$ cat src/rtl/bf16_to_int.sv
// Two-stage BFloat16 to signed integer converter: round toward zero, saturate,
// raise inexact/overflow/invalid flags. Valid/ready handshake on both sides.
module bf16_to_int #(
  parameter int unsigned I_W = 16
) (
  input  logic           clk,
  input  logic           nreset,
  input  logic           valid_i,
  output logic           ready_o,
  input  logic [15:0]    data_i,
  output logic           valid_o,
  input  logic           ready_i,
  output logic [I_W-1:0] int_o,
  output logic           nx_o,
  output logic           of_o,
  output logic           nv_o
);

  if (I_W < 9 || I_W > 32) begin : g_bad_width
    $error("bf16_to_int: I_W must be within 9..32");
  end

  typedef enum logic [2:0] {
    CL_ZERO,
    CL_NAN,
    CL_INF,
    CL_UNDER,
    CL_SHR,
    CL_SHL,
    CL_OVF
  } cls_t;

  localparam logic signed [9:0] EMAX = 10'(I_W - 1);

  // Handshake: each stage loads when empty or when the stage after it moves.
  logic v1, v2;
  logic en1, en2;

  assign en2     = !v2 || ready_i;
  assign en1     = !v1 || en2;
  assign ready_o = en1;
  assign valid_o = v2;

  // ---------------------------------------------------------------- stage 1
  logic                   s_in;
  logic [7:0]             e_in;
  logic [6:0]             m_in;
  logic signed [9:0]      exp_unb;
  cls_t                   cls_d;
  logic [7:0]             sig_d;
  logic [4:0]             sh_d;

  assign s_in    = data_i[15];
  assign e_in    = data_i[14:7];
  assign m_in    = data_i[6:0];
  assign exp_unb = signed'({2'b00, e_in}) - 10'sd127;

  always_comb begin
    cls_d = CL_ZERO;
    sig_d = {1'b1, m_in};
    sh_d  = '0;
    if (e_in == 8'h00) begin
      // No hidden bit: a nonzero sig1 later marks a discarded subnormal.
      cls_d = CL_ZERO;
      sig_d = {1'b0, m_in};
    end else if (e_in == 8'hFF) begin
      cls_d = (m_in != 7'd0) ? CL_NAN : CL_INF;
    end else if (exp_unb < 10'sd0) begin
      cls_d = CL_UNDER;
    end else if (exp_unb <= 10'sd7) begin
      cls_d = CL_SHR;
      sh_d  = 5'(10'sd7 - exp_unb);
    end else if (exp_unb < EMAX || (exp_unb == EMAX && s_in && m_in == 7'd0)) begin
      cls_d = CL_SHL;
      sh_d  = 5'(exp_unb - 10'sd7);
    end else begin
      cls_d = CL_OVF;
    end
  end

  logic       s1;
  cls_t       cls1;
  logic [7:0] sig1;
  logic [4:0] sh1;

  always_ff @(posedge clk or negedge nreset) begin
    if (!nreset) begin
      v1   <= 1'b0;
      s1   <= 1'b0;
      cls1 <= CL_ZERO;
      sig1 <= '0;
      sh1  <= '0;
    end else if (en1) begin
      v1 <= valid_i;
      if (valid_i) begin
        s1   <= s_in;
        cls1 <= cls_d;
        sig1 <= sig_d;
        sh1  <= sh_d;
      end
    end
  end

  // ---------------------------------------------------------------- stage 2
  logic [I_W-1:0] mag;
  logic [I_W-1:0] res_d;
  logic [7:0]     drop_mask;
  logic           nx_d, of_d, nv_d;

  always_comb begin
    mag       = '0;
    res_d     = '0;
    drop_mask = '0;
    nx_d      = 1'b0;
    of_d      = 1'b0;
    nv_d      = 1'b0;
    case (cls1)
      CL_ZERO:  nx_d = |sig1;
      CL_NAN:   nv_d = 1'b1;
      CL_INF:   of_d = 1'b1;
      CL_OVF:   of_d = 1'b1;
      CL_UNDER: nx_d = 1'b1;
      CL_SHR: begin
        mag       = I_W'(sig1 >> sh1[2:0]);
        drop_mask = ~(8'hFF << sh1[2:0]);
        nx_d      = |(sig1 & drop_mask);
      end
      CL_SHL:   mag = I_W'(sig1) << sh1;
      default:  mag = '0;
    endcase
    if (of_d) begin
      res_d = s1 ? {1'b1, {(I_W-1){1'b0}}} : {1'b0, {(I_W-1){1'b1}}};
    end else begin
      // -2^(I_W-1) is reached by negating a magnitude that fills the MSB.
      res_d = s1 ? (~mag + 1'b1) : mag;
    end
  end

  always_ff @(posedge clk or negedge nreset) begin
    if (!nreset) begin
      v2    <= 1'b0;
      int_o <= '0;
      nx_o  <= 1'b0;
      of_o  <= 1'b0;
      nv_o  <= 1'b0;
    end else if (en2) begin
      v2 <= v1;
      if (v1) begin
        int_o <= res_d;
        nx_o  <= nx_d;
        of_o  <= of_d;
        nv_o  <= nv_d;
      end
    end
  end

endmodule

$ cat config.mk
export PLATFORM = sky130hd
export DESIGN_NAME = bf16_to_int
export DESIGN_NICKNAME = d
export VERILOG_FILES = /design/src/rtl/bf16_to_int.sv
export SDC_FILE = /design/constraint.sdc
export NUM_CORES = 1
export LEC_CHECK = 0
export ABC_CLOCK_PERIOD_IN_PS = 4200
export CORE_ASPECT_RATIO = 2
export CORE_UTILIZATION = 57
export CTS_BUF_LIST = sky130_fd_sc_hd__clkbuf_4 sky130_fd_sc_hd__clkbuf_8 sky130_fd_sc_hd__clkbuf_16
export CTS_CLUSTER_SIZE = 30
export DETAILED_ROUTE_END_ITERATION = 7
export PLACE_DENSITY = 0.81
export SYNTH_ARGS = -nofsm -noshare
export SYNTH_HDL_FRONTEND = slang
export SYNTH_SLANG_ARGS = --single-unit
$ cat constraint.sdc
create_clock -name clk -period 4.2 [get_ports clk]
set_clock_uncertainty 0.1 [all_clocks]
set_input_delay 0.42 -clock clk [delete_from_list [all_inputs] [get_ports clk]]
set_output_delay 0.42 -clock clk [all_outputs]
set_load 0.01 [all_outputs]
Word-level counts from Yosys, hierarchy flattened
Index checks and enable logic that the tools add are counted.
{"block": "classes", "addsub": 4, "order_cmp": 3, "n_eq_ne": 8, "shifts": 3, "mux": 19, "n_bitwise": 3, "n_reduce_logical": 16}
{"cell": "2-to-1 mux 16 bit", "n": 3}
{"cell": "case mux 16 bit (2 select lines)", "n": 1}
{"cell": "2-to-1 mux 5 bit", "n": 5}
{"cell": "adder 16 x 1 -> 16 bit, second input constant", "n": 1}
{"cell": "inverter 16 bit", "n": 1}
{"cell": "OR reduction 8 bit", "n": 2}
{"cell": "left shift 8 x 5 -> 16 bit", "n": 1}
{"cell": ">> shifter 8 x 3 -> 16 bit", "n": 1}
{"cell": "== test 3 bit, second input constant", "n": 3}
{"cell": "== test 9 x 5 -> 1 bit, second input constant", "n": 1}
{"cell": "<= comparator 9 x 4 -> 1 bit, second input constant", "n": 1}
{"cell": "< comparator 9 x 1 -> 1 bit, second input constant", "n": 1}
{"cell": "< comparator 9 x 5 -> 1 bit, second input constant", "n": 1}
{"cell": "2-to-1 mux 3 bit", "n": 3}
{"cell": "subtractor 8 x 7 -> 9 bit, second input constant", "n": 1}
{"cell": "bitwise AND 8 bit", "n": 1}
{"cell": "== test 8 bit, second input constant", "n": 1}
{"cell": "zero test 8 bit", "n": 1}
{"cell": "2-to-1 mux 8 bit", "n": 1}
{"cell": "inverter 8 bit", "n": 1}
{"cell": "left shift 8 x 3 -> 8 bit, first input constant", "n": 1}
{"cell": "zero test 7 bit", "n": 1}
{"cell": "nonzero test 7 bit", "n": 1}
{"cell": "== test 3 x 2 -> 1 bit, second input constant", "n": 2}
{"cell": "12 further kinds", "n": 20}
{"block": "word_totals", "ff_bits": 38, "in_bits": 20, "word_cells": 66}

Logic depth before layout (Yosys ltp)
{"block": "depth", "word_depth": 10, "ltp_mapped": 13, "mapped_depth_nobuf": 11}

Worst setup path before layout
OpenSTA, ideal clock, no wires.
{"block": "synth_path", "path_type": "reg-to-reg", "from": "register sh1[1]", "to": "register int_o[14]", "setup_ns": 0.126, "arrival_ns": 3.046, "required_time_ns": 3.974, "setup_slack_ns": 0.927, "stages_incl_launch_ff": 13, "synth_period_minus_slack_ns": 3.273, "cell_sequence": "dfrtp_1 buf_2 buf_1 mux4_2 mux2_4 a2bb2oi_4 ha_1 inv_1 or4_1 or3_1 nor3b_1 or4_1 nand3_1"}
{"block": "synth_via", "elab_chain_cells": 6, "word_cells_on_any_way": 7}
{"element": "from (decl)", "line_no": "84", "rtl": "logic [4:0] sh1;"}
{"element": "from (signal assigned)", "line_no": "92", "rtl": "sh1 <= '0;"}
{"element": "from (signal assigned)", "line_no": "99", "rtl": "sh1 <= sh_d;"}
{"element": "left shift 8 x 5 -> 16 bit / >> shifter 8 x 3 -> 16 bit (equally long branches)", "line_no": "128, 124"}
{"element": "case mux 16 bit (2 select lines) *", "line_no": "117", "rtl": "case (cls1)"}
{"element": "inverter 16 bit", "line_no": "135", "rtl": "res_d = s1 ? (~mag + 1'b1) : mag;"}
{"element": "adder 16 x 1 -> 16 bit", "line_no": "135"}
{"element": "2-to-1 mux 16 bit *", "line_no": "135"}
{"element": "2-to-1 mux 16 bit *", "line_no": "131", "rtl": "if (of_d) begin"}
{"element": "to (signal assigned)", "line_no": "149", "rtl": "int_o <= res_d;"}
{"element": "to (decl)", "line_no": "13", "rtl": "output logic [I_W-1:0] int_o,"}
Mark *: on every way between the ends. The rest lies on a longest branch, timed or not.
A chain may end at the register's enable or synchronous reset.

Worst setup path after layout
{"block": "layout_path", "from": "register sh1[0]", "to": "register int_o[14]"}
The elaborated chain is that of the path after synthesis.

==> impl_results.md <==
- Syn Nets: 392
- Worst-case clock buffer depth: 2
- Yosys cell types: 71
- Full die area: 6010 µm²
- Xor-xnor portion of the synthesized cell area: 2.43%
- Gate Count Post-Synth: 365
- Initial DRT Pass Iterations: 5
- Largest net degree at the start of global routing: 39
- Final hold viol count: 0
- Final Util: 68.8%
- Reg-to-reg endpoint: int_o[14]
- Nets: 423
- R2r worst-path depth: 10
- Crit path from: sh1[0]
- Starting Density: 59.3%
- Simple-gate share of the synthesized area: 25.6%
- Power Density: 417 nW/µm²
- Post-Route WL: 8610 µm
- Post-Syn Area: 3240 µm²
- Antenna cells: 0
- Combinational cell fraction of total power: 44.7%
- Crit path to: int_o[14]
- Fill count: 446
- DR WL/cell: 18.8 µm
- Root buffer cell: clkbuf_8
- Area added between synthesis and finish: 16.1%
- Min Tclk post-route: 3.75 ns
- P_sw: 0.576 mW
- Setup_tns: 0 ns
- Synth Area in Adders: 2.70%
- Via-per-instance ratio: 6.68
- Seq cells post-synth: 38
- # clock sinks: 38
- Post-cts sizing count: 0
- Clock power share: 20.5%
- GRT Overall Usage: 30.3%
- VDD IR max: 0.309 mV
- Max capacitance violation total: 0
- Sequential share of power: 34.8%
- DRC: 0
- Sw frac: 36.7%
- Crit path kind: reg2reg
- Outcome: complete, no violations
- Dominant combinational cell family by area after synthesis: simple AND/OR/NAND/NOR gates
- Die W: 55.3 µm
- Initial antenna violation count: 0
- Post-synth EDFFs: 0
- Total core area: 5470 µm²
- R2R Path Start: sh1[0]
- Flop2flop setup slack: 0.45 ns
- CTS Buf Count: 5
- Post-CTS Repair Setup Buffers: 0
- Multi-input logic area: 2140 µm²
- Async S/R FF share, synth: 100%
- Routability cong.: 0.947
- Hold Crit Class: in2async
- Final period util: 89.2%
- Global-route wire length before repair: 14,200 µm
- Storage cell area: 951 µm²
- Internal power: 0.993 mW
- Synth warn: 0
- Vias: 3,055
- CTS Hold Bufs: 0
- DRT iter0 DRCs: 120
- Slew margin rel.: 40.8%
- I/O Pins: 41
- Sequential area share after synthesis: 29.3%
- CTS H-tree depth: 2
- Row count: 38
- Worst Tran Pin Value: 0.882 ns
- Total gr overflow: 0
- RSZ-0062 raised after global routing: false
- Worst skew pair latency: 0.30 ns
- Fmax: 267 MHz
- Fin. max-slew vios: 0
- Clock transition at the registers of the reported paths: 0.07 ns
- CP Max Fanout: 16
- Layout cells sized above 1: 11.6%
- CP endpoint kind: flop
- Multiplexer share of the synthesized area: 12.7%
- DPL Wire Length: 6730 µm
- Startpoint Class: flop
- Final ANT Viol Nets: 0
- Synth Flop Type: dfrtp_1
- Worst path required time: 4.29 ns
- Leak: 1.48 nW
- Die Y: 109 µm
- Crit path DAT: 3.83 ns
- I/O Buffers: 40
- Compound-gate portion of the synthesized area: 22.7%
- Syn Area/Cell: 8.88 µm²
- CTS tree: done
- Setup Viol. Count Final: 0
- Number of global-route vias before repair: 3,067
==> through the flow <==
stage               cell area (µm²)  worst slack (ns)  power (mW)  instances  hold slack (ns)
finish                         3760             0.452        1.57        457            0.112
CTS                            3760             0.508        1.57        457            0.146
detailed placement             3650             0.531        1.24        449            0.365
global placement               3650             0.641        1.23        449            0.359
floorplan                      3240             0.927       0.993        365           0.0244
global route                   3760             0.109        1.66        457            0.188
==> worst min path at each step <==
stage	startpoint	to	slack, ns
2_1_floorplan	nreset	cls1[0]	0.02
3_3_place_gp	int_o[9]	int_o[9]	0.36
3_5_place_dp	int_o[9]	int_o[9]	0.36
4_1_cts	nreset	v1	0.15
5_1_grt	nreset	int_o[2]	0.19
6_report	nreset	int_o[15]	0.11
==> power by group through the flow <==
stage / Clock, mW / Sequential [mW] / Combinational, mW
2_1_floorplan: 0 / 0.529 / 0.464
3_3_place_gp: 0 / 0.548 / 0.682
3_5_place_dp: 0 / 0.552 / 0.692
4_1_cts: 0.329 / 0.545 / 0.696
5_1_grt: 0.336 / 0.561 / 0.761
6_report: 0.322 / 0.546 / 0.700
==> cells in the mapped netlist, types with 4 or more instances <==
master | n | area share, %
nand4_1 | 4 | 0.77
a22oi_1 | 4 | 0.93
or4_1 | 6 | 1.4
o211ai_1 | 4 | 0.93
nand3_1 | 12 | 1.9
xnor2_1 | 7 | 1.9
a21oi_1 | 13 | 2.0
a22o_1 | 5 | 1.4
nand2_1 | 36 | 4.2
ha_1 | 7 | 2.7
mux2i_1 | 12 | 3.7
a31oi_1 | 8 | 1.5
dfrtp_1 | 38 | 29
a21o_1 | 5 | 1.2
and3_1 | 4 | 0.77
clkbuf_1 | 17 | 2.0
a32o_1 | 6 | 1.9
o22ai_1 | 7 | 1.4
inv_1 | 7 | 0.81
nor3b_1 | 5 | 1.2
nor2_1 | 27 | 3.1
a211oi_1 | 5 | 1.2
mux2_2 | 14 | 4.9
nand2b_1 | 10 | 1.9
nor2b_1 | 7 | 1.4
o31ai_1 | 6 | 1.4
o21ai_0 | 13 | 2.0
nor3_1 | 13 | 2.0
nand3b_1 | 5 | 1.2
==> cells in the final DEF (no fill, tap or decap), types with 3 or more instances in the layout <==
cell type	n
a211oi_1	5
a21boi_0	3
a21o_1	5
a21oi_1	13
a22o_1	5
a22oi_1	4
a31oi_1	8
a32o_1	6
and2_1	3
and3_1	4
buf_4	7
clkbuf_8	5
clkdlybuf4s50_1	39
dfrtp_1	38
ha_1	7
inv_1	7
mux2_2	14
mux2i_1	12
mux4_2	3
nand2_1	36
nand2b_1	10
nand3_1	12
nand3b_1	5
nand4_1	4
nor2_1	27
nor2b_1	7
nor3_1	13
nor3b_1	5
o211ai_1	4
o21ai_0	13
o22ai_1	7
o31ai_1	6
or3_1	3
or4_1	6
xnor2_1	7
==> flip-flops by register name, summed over array words and instances, names as in the netlist <==
name     count
of_o         1
valid_o      1
cls1         3
v1           1
nv_o         1
sh1          5
sig1         8
int_o       16
s1           1
nx_o         1
==> critical path, stage by stage, from the launching register on <==
cell and delay, ns:
dfrtp_1 0.74, mux4_2 0.60, mux2_4 0.30, a2bb2oi_4 0.19
ha_1 0.18, inv_1 0.06, or4_1 0.57, or3_1 0.38
nor3b_1 0.29, or4_1 0.16, nand3_1 0.06
==> logic make-up (layout without fill, tap and decap cells) <==
logic type      count (synthesis)  after routing
simple gates                  150            150
compound gates                 98             98
flops                          38             38
mux                            32             32
buf+inv                        31             63
xor+xnor                        9              9
fa+ha+maj                       7              7
==> per-layer routing <==
| layer | vias to the layer above | part of all wire (%) | track usage [%] | wire length [µm] |
|---|---|---|---|---|
| li1 | 1448 | - | - | - |
| met1 | 1462 | 34 | 26.1 | 2920 |
| met2 | 104 | 56 | 57.7 | 4840 |
| met3 | 41 | 2.6 | 4.27 | 226 |
| met4 | 0 | 7.2 | 28.4 | 622 |
| met5 | - | 0 | 0 | 0 |
==> cell type report <==
type | instances | share of cell area [%]
clock buffers | 7 | 2.23
clock inverters | 1 | 0.798
inverters | 8 | 0.798
multi-input cells | 296 | 57.0
flip-flops and latches | 38 | 25.3
well taps | 60 | 2.00
repair buffers | 47 | 11.9
Note: power is estimated with default switching activity, not from simulation.
